<file path="src/rtl/if_fetch_queue.sv">
// -----------------------------------------------------------------------------
// if_fetch_queue
//
// Purpose:
//   Instruction-fetch stage with a decoupling fetch queue. It issues
//   sequential word fetches to instruction memory with up to MAX_OUTST
//   requests in flight. In-order responses are buffered in an FQ_DEPTH-entry
//   queue, and one {pc, instr} per cycle is presented to decode. Stall holds
//   the queue head. Flush squashes everything buffered or in flight and
//   redirects fetch to a new PC. Responses to squashed requests are counted
//   off and dropped as they return.
//
// Ports:
//   clk             sole clock, rising edge
//   rst             synchronous active-high reset
//   i_stall         decode cannot accept, hold the head
//   i_flush         squash and redirect
//   i_redirect_pc   new fetch PC, sampled while i_flush=1
//   o_imem_req      fetch request valid
//   o_imem_addr     word address of the request
//   i_imem_gnt      request accepted this cycle
//   i_imem_rvalid   response valid (in request order)
//   i_imem_rdata    response instruction word
//   o_if_valid      queue head valid
//   o_if_pc         PC of the head instruction
//   o_if_instr      head instruction word
// -----------------------------------------------------------------------------
module if_fetch_queue #(
  parameter int               XLEN      = 32,
  parameter int               FQ_DEPTH  = 4,
  parameter int               MAX_OUTST = 2,
  parameter logic [XLEN-1:0]  RESET_PC  = '0
) (
  input  logic            clk,
  input  logic            rst,
  input  logic            i_stall,
  input  logic            i_flush,
  input  logic [XLEN-1:0] i_redirect_pc,
  output logic            o_imem_req,
  output logic [XLEN-1:0] o_imem_addr,
  input  logic            i_imem_gnt,
  input  logic            i_imem_rvalid,
  input  logic [31:0]     i_imem_rdata,
  output logic            o_if_valid,
  output logic [XLEN-1:0] o_if_pc,
  output logic [31:0]     o_if_instr
);

  localparam int PTR_W = $clog2(FQ_DEPTH);
  // Counters share one width; MAX_OUTST never exceeds FQ_DEPTH.
  localparam int CNT_W = $clog2(FQ_DEPTH + 1);

  localparam logic [CNT_W-1:0] MAX_OUTST_C = CNT_W'(MAX_OUTST);
  localparam logic [CNT_W:0]   DEPTH_C     = (CNT_W + 1)'(FQ_DEPTH);
  localparam logic [XLEN-1:0]  PC_STEP     = XLEN'(4);

  logic [XLEN-1:0]  r_fetch_pc;
  logic [XLEN-1:0]  r_resp_pc;
  logic [CNT_W-1:0] r_outst;
  logic [CNT_W-1:0] r_discard;
  logic [CNT_W-1:0] r_count;
  logic [PTR_W-1:0] r_rd_ptr;
  logic [PTR_W-1:0] r_wr_ptr;
  logic [XLEN-1:0]  r_q_pc    [FQ_DEPTH];
  logic [31:0]      r_q_instr [FQ_DEPTH];

  logic [CNT_W:0]   w_credit;
  logic             w_req;
  logic             w_hs;
  logic             w_drop;
  logic             w_push;
  logic             w_valid;
  logic             w_pop;
  logic [CNT_W-1:0] w_rvalid_ext;

  // A new request is only issued if every in-flight request is guaranteed a
  // free queue slot when it returns. outst + count cannot grow while a
  // request waits for grant, so a pending request is never withdrawn except
  // by flush.
  assign w_credit     = {1'b0, r_outst} + {1'b0, r_count};
  assign w_req        = !rst && !i_flush && (r_outst < MAX_OUTST_C) && (w_credit < DEPTH_C);
  assign w_hs         = w_req && i_imem_gnt;
  assign w_drop       = i_imem_rvalid && (r_discard != '0);
  assign w_push       = i_imem_rvalid && (r_discard == '0) && !i_flush;
  assign w_valid      = (r_count != '0);
  assign w_pop        = w_valid && !i_stall && !i_flush;
  assign w_rvalid_ext = CNT_W'(i_imem_rvalid);

  assign o_imem_req  = w_req;
  assign o_imem_addr = r_fetch_pc;
  assign o_if_valid  = w_valid;
  // Head fields read as zero while the queue is empty, so reset needs no
  // clearing of the storage array.
  assign o_if_pc     = w_valid ? r_q_pc[r_rd_ptr]    : '0;
  assign o_if_instr  = w_valid ? r_q_instr[r_rd_ptr] : '0;

  // Control state: PCs, in-flight/discard accounting and queue pointers.
  // Flush converts every request still in flight into a pending discard;
  // a response landing in the flush cycle itself is dropped immediately.
  always_ff @(posedge clk) begin
    if (rst) begin
      r_fetch_pc <= RESET_PC;
      r_resp_pc  <= RESET_PC;
      r_outst    <= '0;
      r_discard  <= '0;
      r_count    <= '0;
      r_rd_ptr   <= '0;
      r_wr_ptr   <= '0;
    end else if (i_flush) begin
      r_fetch_pc <= i_redirect_pc;
      r_resp_pc  <= i_redirect_pc;
      r_outst    <= r_outst - w_rvalid_ext;
      r_discard  <= r_outst - w_rvalid_ext;
      r_count    <= '0;
      r_rd_ptr   <= '0;
      r_wr_ptr   <= '0;
    end else begin
      if (w_hs) begin
        r_fetch_pc <= r_fetch_pc + PC_STEP;
      end
      r_outst <= r_outst + CNT_W'(w_hs) - w_rvalid_ext;
      if (w_drop) begin
        r_discard <= r_discard - 1'b1;
      end
      if (w_push) begin
        r_resp_pc <= r_resp_pc + PC_STEP;
        r_wr_ptr  <= r_wr_ptr + 1'b1;
      end
      if (w_pop) begin
        r_rd_ptr <= r_rd_ptr + 1'b1;
      end
      r_count <= r_count + CNT_W'(w_push) - CNT_W'(w_pop);
    end
  end

  // Queue storage; contents are only observed through the valid-gated head.
  always_ff @(posedge clk) begin
    if (w_push && !rst) begin
      r_q_pc[r_wr_ptr]    <= r_resp_pc;
      r_q_instr[r_wr_ptr] <= i_imem_rdata;
    end
  end

endmodule

</file>
<file path="config.mk">
export PLATFORM = sky130hd
export DESIGN_NAME = if_fetch_queue
export DESIGN_NICKNAME = d
export VERILOG_FILES = /design/src/rtl/if_fetch_queue.sv
export SDC_FILE = /design/constraint.sdc
export NUM_CORES = 1
export LEC_CHECK = 0
export ABC_AREA = 1
export BUFFER_PORTS_ARGS = -buffer_cell sky130_fd_sc_hd__clkbuf_2
export CAP_MARGIN = 20
export CORE_MARGIN = 5
export CORE_UTILIZATION = 57
export DETAILED_ROUTE_END_ITERATION = 8
export GPL_TIMING_DRIVEN = 0
export PLACE_DENSITY_LB_ADDON = 0.08
export SYNTH_ARGS = -nofsm -noshare
export SYNTH_HDL_FRONTEND = slang
export SYNTH_SLANG_ARGS = --single-unit
</file>
<file path="constraint.sdc">
create_clock -name clk -period 5.7 [get_ports clk]
set_input_delay 0.57 -clock clk [delete_from_list [all_inputs] [get_ports clk]]
set_output_delay 0.57 -clock clk [all_outputs]
set_load 0.005 [all_outputs]
</file>
==> results of run 1 <==
-- cells in the final DEF, fill, tap and decap left out, types with 3 or more instances in the layout --
cell,n
clkinv_1,6
o21ai_1,3
ha_1,17
buf_12,6
a31oi_1,12
nor2_1,353
dfxtp_1,79
edfxtp_1,256
inv_1,114
o22ai_1,5
nor2_4,7
nand2_1,251
clkbuf_16,37
o21ai_0,189
xor2_1,13
bufinv_16,6
clkinv_2,3
clkbuf_1,52
nand3_1,64
a21oi_1,109
nand4_1,11
clkbuf_2,166
nor2_2,3
nor3_1,6
xnor2_1,3
buf_1,17
buf_6,3
-- where the power goes --
part	leakage [nW]	total (mW)	internal [mW]	switching, mW
logic	3.07	0.367	0.129	0.239
clock network	0.577	2.36	1.46	0.898
registers	2.99	2.76	2.69	0.0674
-- synth_stat cells (all sizes together), types with 3 or more instances --
master and n:
clkbuf 45, xnor2 3, buf 23, a31oi 12, nor2 363, nand4 11, o22ai 5, nor3 7
xor2 13, edfxtp 256, o21ai 192, a21oi 109, ha 17, nand3 65, inv 116, dfxtp 79
nand2 253
-- through the flow --
| stage | instances | area (sq um) | hold WS (ps) | worst slack (ps) | TNS [ps] |
|---|---|---|---|---|---|
| 2_1_floorplan | 1575 | 14810 | 436.3 | 1206 | 0 |
| 3_3_place_gp | 2076 | 16060 | 442.4 | -1537 | -358870 |
| 3_5_place_dp | 2084 | 16260 | 458.2 | 2128 | 0 |
| 4_1_cts | 2146 | 17460 | 263.3 | 2388 | 0 |
| 5_1_grt | 2146 | 17460 | 269.9 | 2258 | 0 |
| 6_report | 2146 | 17460 | 279.8 | 2471 | 0 |
-- cell type report --
| cell class | count | area [sq um] |
|---|---|---|
| Fill cell | 2084 | 8382 |
| Tap cell | 335 | 419.2 |
| Timing Repair Buffer | 174 | 1006 |
| Inverter | 117 | 440.4 |
| Sequential cell | 335 | 9269 |
| Buffer | 68 | 284.0 |
| Multi-Input combinational cell | 1055 | 4842 |
| Clock inverter | 18 | 242.7 |
| Clock buffer | 44 | 952.2 |
-- layer usage --
metal	global-route usage [%]	wire (um)	vias to the layer above	part of all wire [%]
li1	-	-	5747	-
met1	35.20	15860	5484	41
met2	43.19	18290	500	48
met3	3.604	2988	83	7.8
met4	10.30	1360	0	3.5
met5	0	0	-	0
-- registers in the layout, summed over array words and instances, names as in the netlist, named ones only --
name and count:
r_outst 3, r_count 3, r_q_pc 128, r_discard 3, r_rd_ptr 2, r_wr_ptr 2
o_imem_addr 32, r_resp_pc 32, r_q_instr 128
-- worst reg2reg max path, delay by kind of cell (launching register included) --
family | cells | cell delay [ps]
and+or+nand+nor | 3 | 1610
buffers and inverters | 4 | 840
DFF | 1 | 300
adders and majority gates | 1 | 170
-- cells by family (layout without fill, tap and decap cells) --
kind of cell             count (synthesis)  in the layout  synth area share (%)
AND/OR/NAND/NOR                        701            701                 18.90
AO/OA/AOI/OAI                          319            319                 10.94
XOR/XNOR                                16             16                0.9465
flip-flops                             335            335                 62.60
buffers and inverters                  185            421                 4.893
adder cells (fa/ha/maj)                 19             19                 1.707
-- final timing paths --
check	startpoint	to	slack, ps	cells past startpoint
worst max-delay path	r_discard[0]	r_q_instr[2][9]	2470	8
worst min register to register	o_imem_addr[0]	o_imem_addr[0]	470	2
worst max register to register	r_discard[0]	r_q_instr[2][9]	2470	8
worst min-delay path	i_imem_rdata[21]	r_q_instr[2][21]	280	1
==> results.md, run 1 <==
- Cell Area, Synth: 0.01481 sq mm
- Final period utilization: 56.64%
- Root buf cell: clkbuf_16
- Worst EP required: 5910 ps
- Max incr delay on CP: 770 ps
- # H-tree levels: 2
- Buf+Inv Stages, Crit Path: 4
- Maximum clock insertion buffer count: 3
- GRT Util Overall: 26.08%
- Die Wd: 171.2 um
- Total Nets Final: 1875
- Initial antenna violation count: 0
- Die area: 0.02930 sq mm
- Cts bufs inserted: 35
- Pwr Total: 5.482 mW
- Post-layout min period: 3229 ps
- CTS clk-pin slew, worst paths: 60 ps
- Vias in the first global route: 11259
- Critical Path Sink Type: flip-flop
- Final clock skew: 12.21 ps
- Seq cells post-synth: 335
- Leakage: 6.639 nW
- Top FF cell, synth: edfxtp_1
- Fmax: 309.7 MHz
- Worst-Skew Late Latency: 510 ps
- CP arrival: 3430 ps
- Antenna-violating nets left: 0
- Number of synthesized flops with an enable pin: 256
- Layout cells sized above 1: 13.64%
- First-pass GRT wire length: 59560 um
- DR iter-0 viols: 1077
- Crit-path cells: inv_1, ha_1, nand3_1, nor2_1, inv_2, nor2_4, buf_16, buf_16
- Leading post-synthesis cells by cell area: edfxtp_1 (52%), dfxtp_1 (11%), nor2_1 (9.1%)
- Crit path top cell by count: buf_16
- Rows: 59
- Aggregate global routing overflow: 0
- Largest net degree at the start of global routing: 30
- Initial Utilization: 57.30%
- Crit Path Max Fanout: 27
- Core Util, Final: 67.56%
- Run status: completed
- CTS tree: done
- Slew of the pin with the lowest slew margin: 946.0 ps
- Synth async-reset ratio: 0%
- WL/cell: 17.94 um
- Vias: 11814
- CTS sink cnt: 335
- Ports: 168
- Min-delay worst type: in2reg
- RSZ-0062 raised after global routing: no
- Vias per inst: 5.505
- Crit start category: flip-flop
- Final hold vios: 0
- Slowest cell on crit path: nor2_4
- Post-CTS setup buffers: 0
- Die Ht: 171.2 um
- Synth warnings: 0
- Pwr dens: 314.0 mW/mm^2
- Hold buffer count at cts: 0
- Final slew viol count: 0
- Slew headroom: 36.45%
- Core Region: 0.02584 sq mm
- Synthesized instance count: 1575
- Crit path max-delay family: simple AND/OR/NAND/NOR gates
- # port buffers: 166
- Post-synthesis net count: 1664
- Critical path class: reg2reg
- Antenna Cells: 0
- Yosys top cell by area: edfxtp_1
- Routability cong.: 0.9531
- Synth top area share: 51.92%
- Post-CTS sizing: 0
- Post-synthesis sequential area ratio: 62.60%
- Number of setup violations in the final report: 0
- Max VDD drop: 286.3 uV
- Final HPWL DP: 26480 um
- Area growth, synth to finish: 17.90%
- Pre-Repair DR Iteration Count: 5
- Unique cell type count in the Yosys netlist: 32
- Total length of routed wires: 38500 um
- Avg Cell Area, Syn: 9.400 sq um
- Maxcap violations: 0
- DRC errors left: 0
No activity file was read; power rests on OpenSTA's default activity.
==> run 2: changes to the inputs <==
--- a/config.mk
+++ b/config.mk
@@ -9,7 +9,7 @@
 export BUFFER_PORTS_ARGS = -buffer_cell sky130_fd_sc_hd__clkbuf_2
 export CAP_MARGIN = 20
 export CORE_MARGIN = 5
-export CORE_UTILIZATION = 57
+export CORE_UTILIZATION = 53
 export DETAILED_ROUTE_END_ITERATION = 8
 export GPL_TIMING_DRIVEN = 0
 export PLACE_DENSITY_LB_ADDON = 0.08
==> constraint.sdc (replaced) <==
create_clock -name clk -period 2.6 [get_ports clk]
set_input_delay 0.26 -clock clk [delete_from_list [all_inputs] [get_ports clk]]
set_output_delay 0.26 -clock clk [all_outputs]
set_load 0.005 [all_outputs]
==> run 2 against run 1 <==
Effect of this change: clock-buffer cell count up 1; hold slack got worse by 260 ps; via count is 0.74% higher; combinational power grew 150%; sequential power rose by 120%; register-to-register slack got worse by 2400 ps; critical path depth increased by 5; sequential share of layout area down 1.4 points; worst setup slack worse by 2400 ps; non-clock buffer count is 46 higher; total power up 110%; die area up 7.1%; critical path type unchanged; largest cell class unchanged; largest power group unchanged.
==> results.md, run 2 (synthesized netlist as in run 1, its figures left out) <==
- RSZ-0062 raised after global routing: yes
- Final slew viol count: 0
- Dpl ws: -617.6 ps
- Commonest cells after routing, fill and taps aside: nor2_1 (351), edfxtp_1 (256), nand2_1 (250)
- Worst-Skew Late Latency: 510 ps
- WHS: 19.02 ps
- Top routing layer in use: met4
- DR iter-0 viols: 1052
- Final period utilization: 96.32%
- Net Sw Power: 2.715 mW
- WL met2: 18540 um
- Sequential power share: 51.7%
- Vias in the first global route: 11558
- Worst EP required: 3030 ps
- Initial Utilization: 53.44%
- Final worst slack: 95.68 ps
- Crit start category: flip-flop
- Total Nets Final: 1922
- WL/cell: 17.71 um
- Area growth, synth to finish: 21.03%
- Pwr Total: 11.72 mW
- Combinational share of power: 7.7%
- WL met1: 17010 um
- Antenna-violating nets left: 0
- Critical Path Sink Type: flip-flop
- Layout cells sized above 1: 15.94%
- Critical path class: reg2reg
- Aggregate global routing overflow: 0
- CP arrival: 2930 ps
- Die area: 0.03138 sq mm
- Final HPWL DP: 26790 um
- Antenna Cells: 0
- Sw frac: 23.17%
- Slew headroom: 35.12%
- Rows: 61
- Filler cell count: 2283
- DRC errors left: 0
- Regs by FF count: r_q_instr (128), r_q_pc (128)
- # H-tree levels: 2
- Ports: 168
- Met3 routed WL: 2608 um
- Max VDD drop: 409.3 uV
- # port buffers: 166
- Clock power frac: 40.7%
- Vias: 11901
- Int Pwr: 9.003 mW
- Fmax: 399.3 MHz
- Largest net degree at the start of global routing: 31
- CTS sink cnt: 335
- Design area: 0.01792 sq mm
- Pre-Repair DR Iteration Count: 5
- Core Region: 0.02771 sq mm
- Number of setup violations in the final report: 0
- Root buf cell: clkbuf_16
- Vias per inst: 5.325
- CTS clk-pin slew, worst paths: 60 ps
- Initial antenna violation count: 0
- Die Ht: 177.1 um
- Slew of the pin with the lowest slew margin: 965.8 ps
- Total length of routed wires: 39580 um
- Post-layout min period: 2504 ps
- Final clock skew: 18.90 ps
- Crit Path Max Fanout: 7
- Maxcap violations: 0
- Maximum clock insertion buffer count: 3
- Run status: completed
- First-pass GRT wire length: 61690 um
- Leakage: 6.882 nW
- Final hold vios: 0
- Area post-placement: 0.01631 sq mm
- GRT Util Overall: 25.06%
- Routability cong.: 0.9360
- Die Wd: 177.1 um
- Cts bufs inserted: 36
- Most common cell after layout, fill and taps aside: nor2_1
- Pwr dens: 653.9 mW/mm^2
- CTS tree: done
- Min-delay worst type: in2reg
run 2: cell types whose count changed in the layout (fill, tap and decap cells not counted), moves of 4 or more:
cell	change
buf_1	-7
buf_2	+7
buf_4	+10
bufinv_16	-4
clkbuf_1	-20
clkbuf_2	+21
dlygate4sd3_1	+36
run 2: timing repair:
action / CTS / global route
setup endpoints to repair: 317 / 215
pin swaps: 4 / 7
hold endpoints to repair: 132 / 0
gates resized for setup: 20 / 38
buffers inserted: 3 / 7
hold buffers: 36 / 0
run 2: layout make-up:
cell class / count / area (sq um) / share of cell area, %
plain buffers: 68 / 326.6 / 1.822
clock buffers: 45 / 934.6 / 5.216
clock inverters: 17 / 145.1 / 0.8099
inverters: 117 / 440.4 / 2.458
multi-input cells: 1055 / 4893 / 27.31
flip-flops and latches: 335 / 9273 / 51.75
well taps: 378 / 473.0 / 2.639
repair buffers: 220 / 1434 / 8.002
run 2: worst max-delay path, cell delays in order, from the launching register on:
cell	delay, ps
dfxtp_2	340
ha_1	280
nand3_2	70
nand2_2	70
nor2_4	190
nand2_2	120
buf_8	150
ha_1	270
inv_1	40
ha_2	170
fa_2	370
xnor2_2	140
nand2_1	80
a21oi_2	140
run 2: power groups by stage:
stage | Sequential (mW) | Combinational, mW | Clock (mW)
after floorplan | 6.12 | 0.455 | 0
after global placement | 6.16 | 0.768 | 0
after detailed placement | 6.16 | 0.799 | 0
after CTS | 6.05 | 0.855 | 4.83
after global routing | 6.07 | 1.01 | 5.05
final | 6.05 | 0.900 | 4.76
run 2: worst paths after layout:
path | from | endpoint | slack (ps) | depth (start not counted)
setup / recovery | r_count[1] | r_outst[2] | 100 | 13
hold / removal | i_redirect_pc[0] | r_resp_pc[0] | 20 | 3
setup reg to reg | r_count[1] | r_outst[2] | 100 | 13
hold reg to reg | o_imem_addr[1] | o_imem_addr[1] | 460 | 2
run 2: layer usage:
layer	vias to the layer above	track usage (%)
li1	5845	-
met1	5520	33.89
met2	446	41.25
met3	90	3.867
met4	0	9.413
met5	-	0
run 2: metrics by stage:
step | instances | util, % | setup TNS, ps
after global routing | 2235 | 64.68 | -116.0
after CTS | 2228 | 64.25 | -32.57
after global placement | 2119 | 58.18 | -619230
final | 2235 | 64.68 | 0
after floorplan | 1575 | - | -156680
after detailed placement | 2127 | 58.86 | -84270
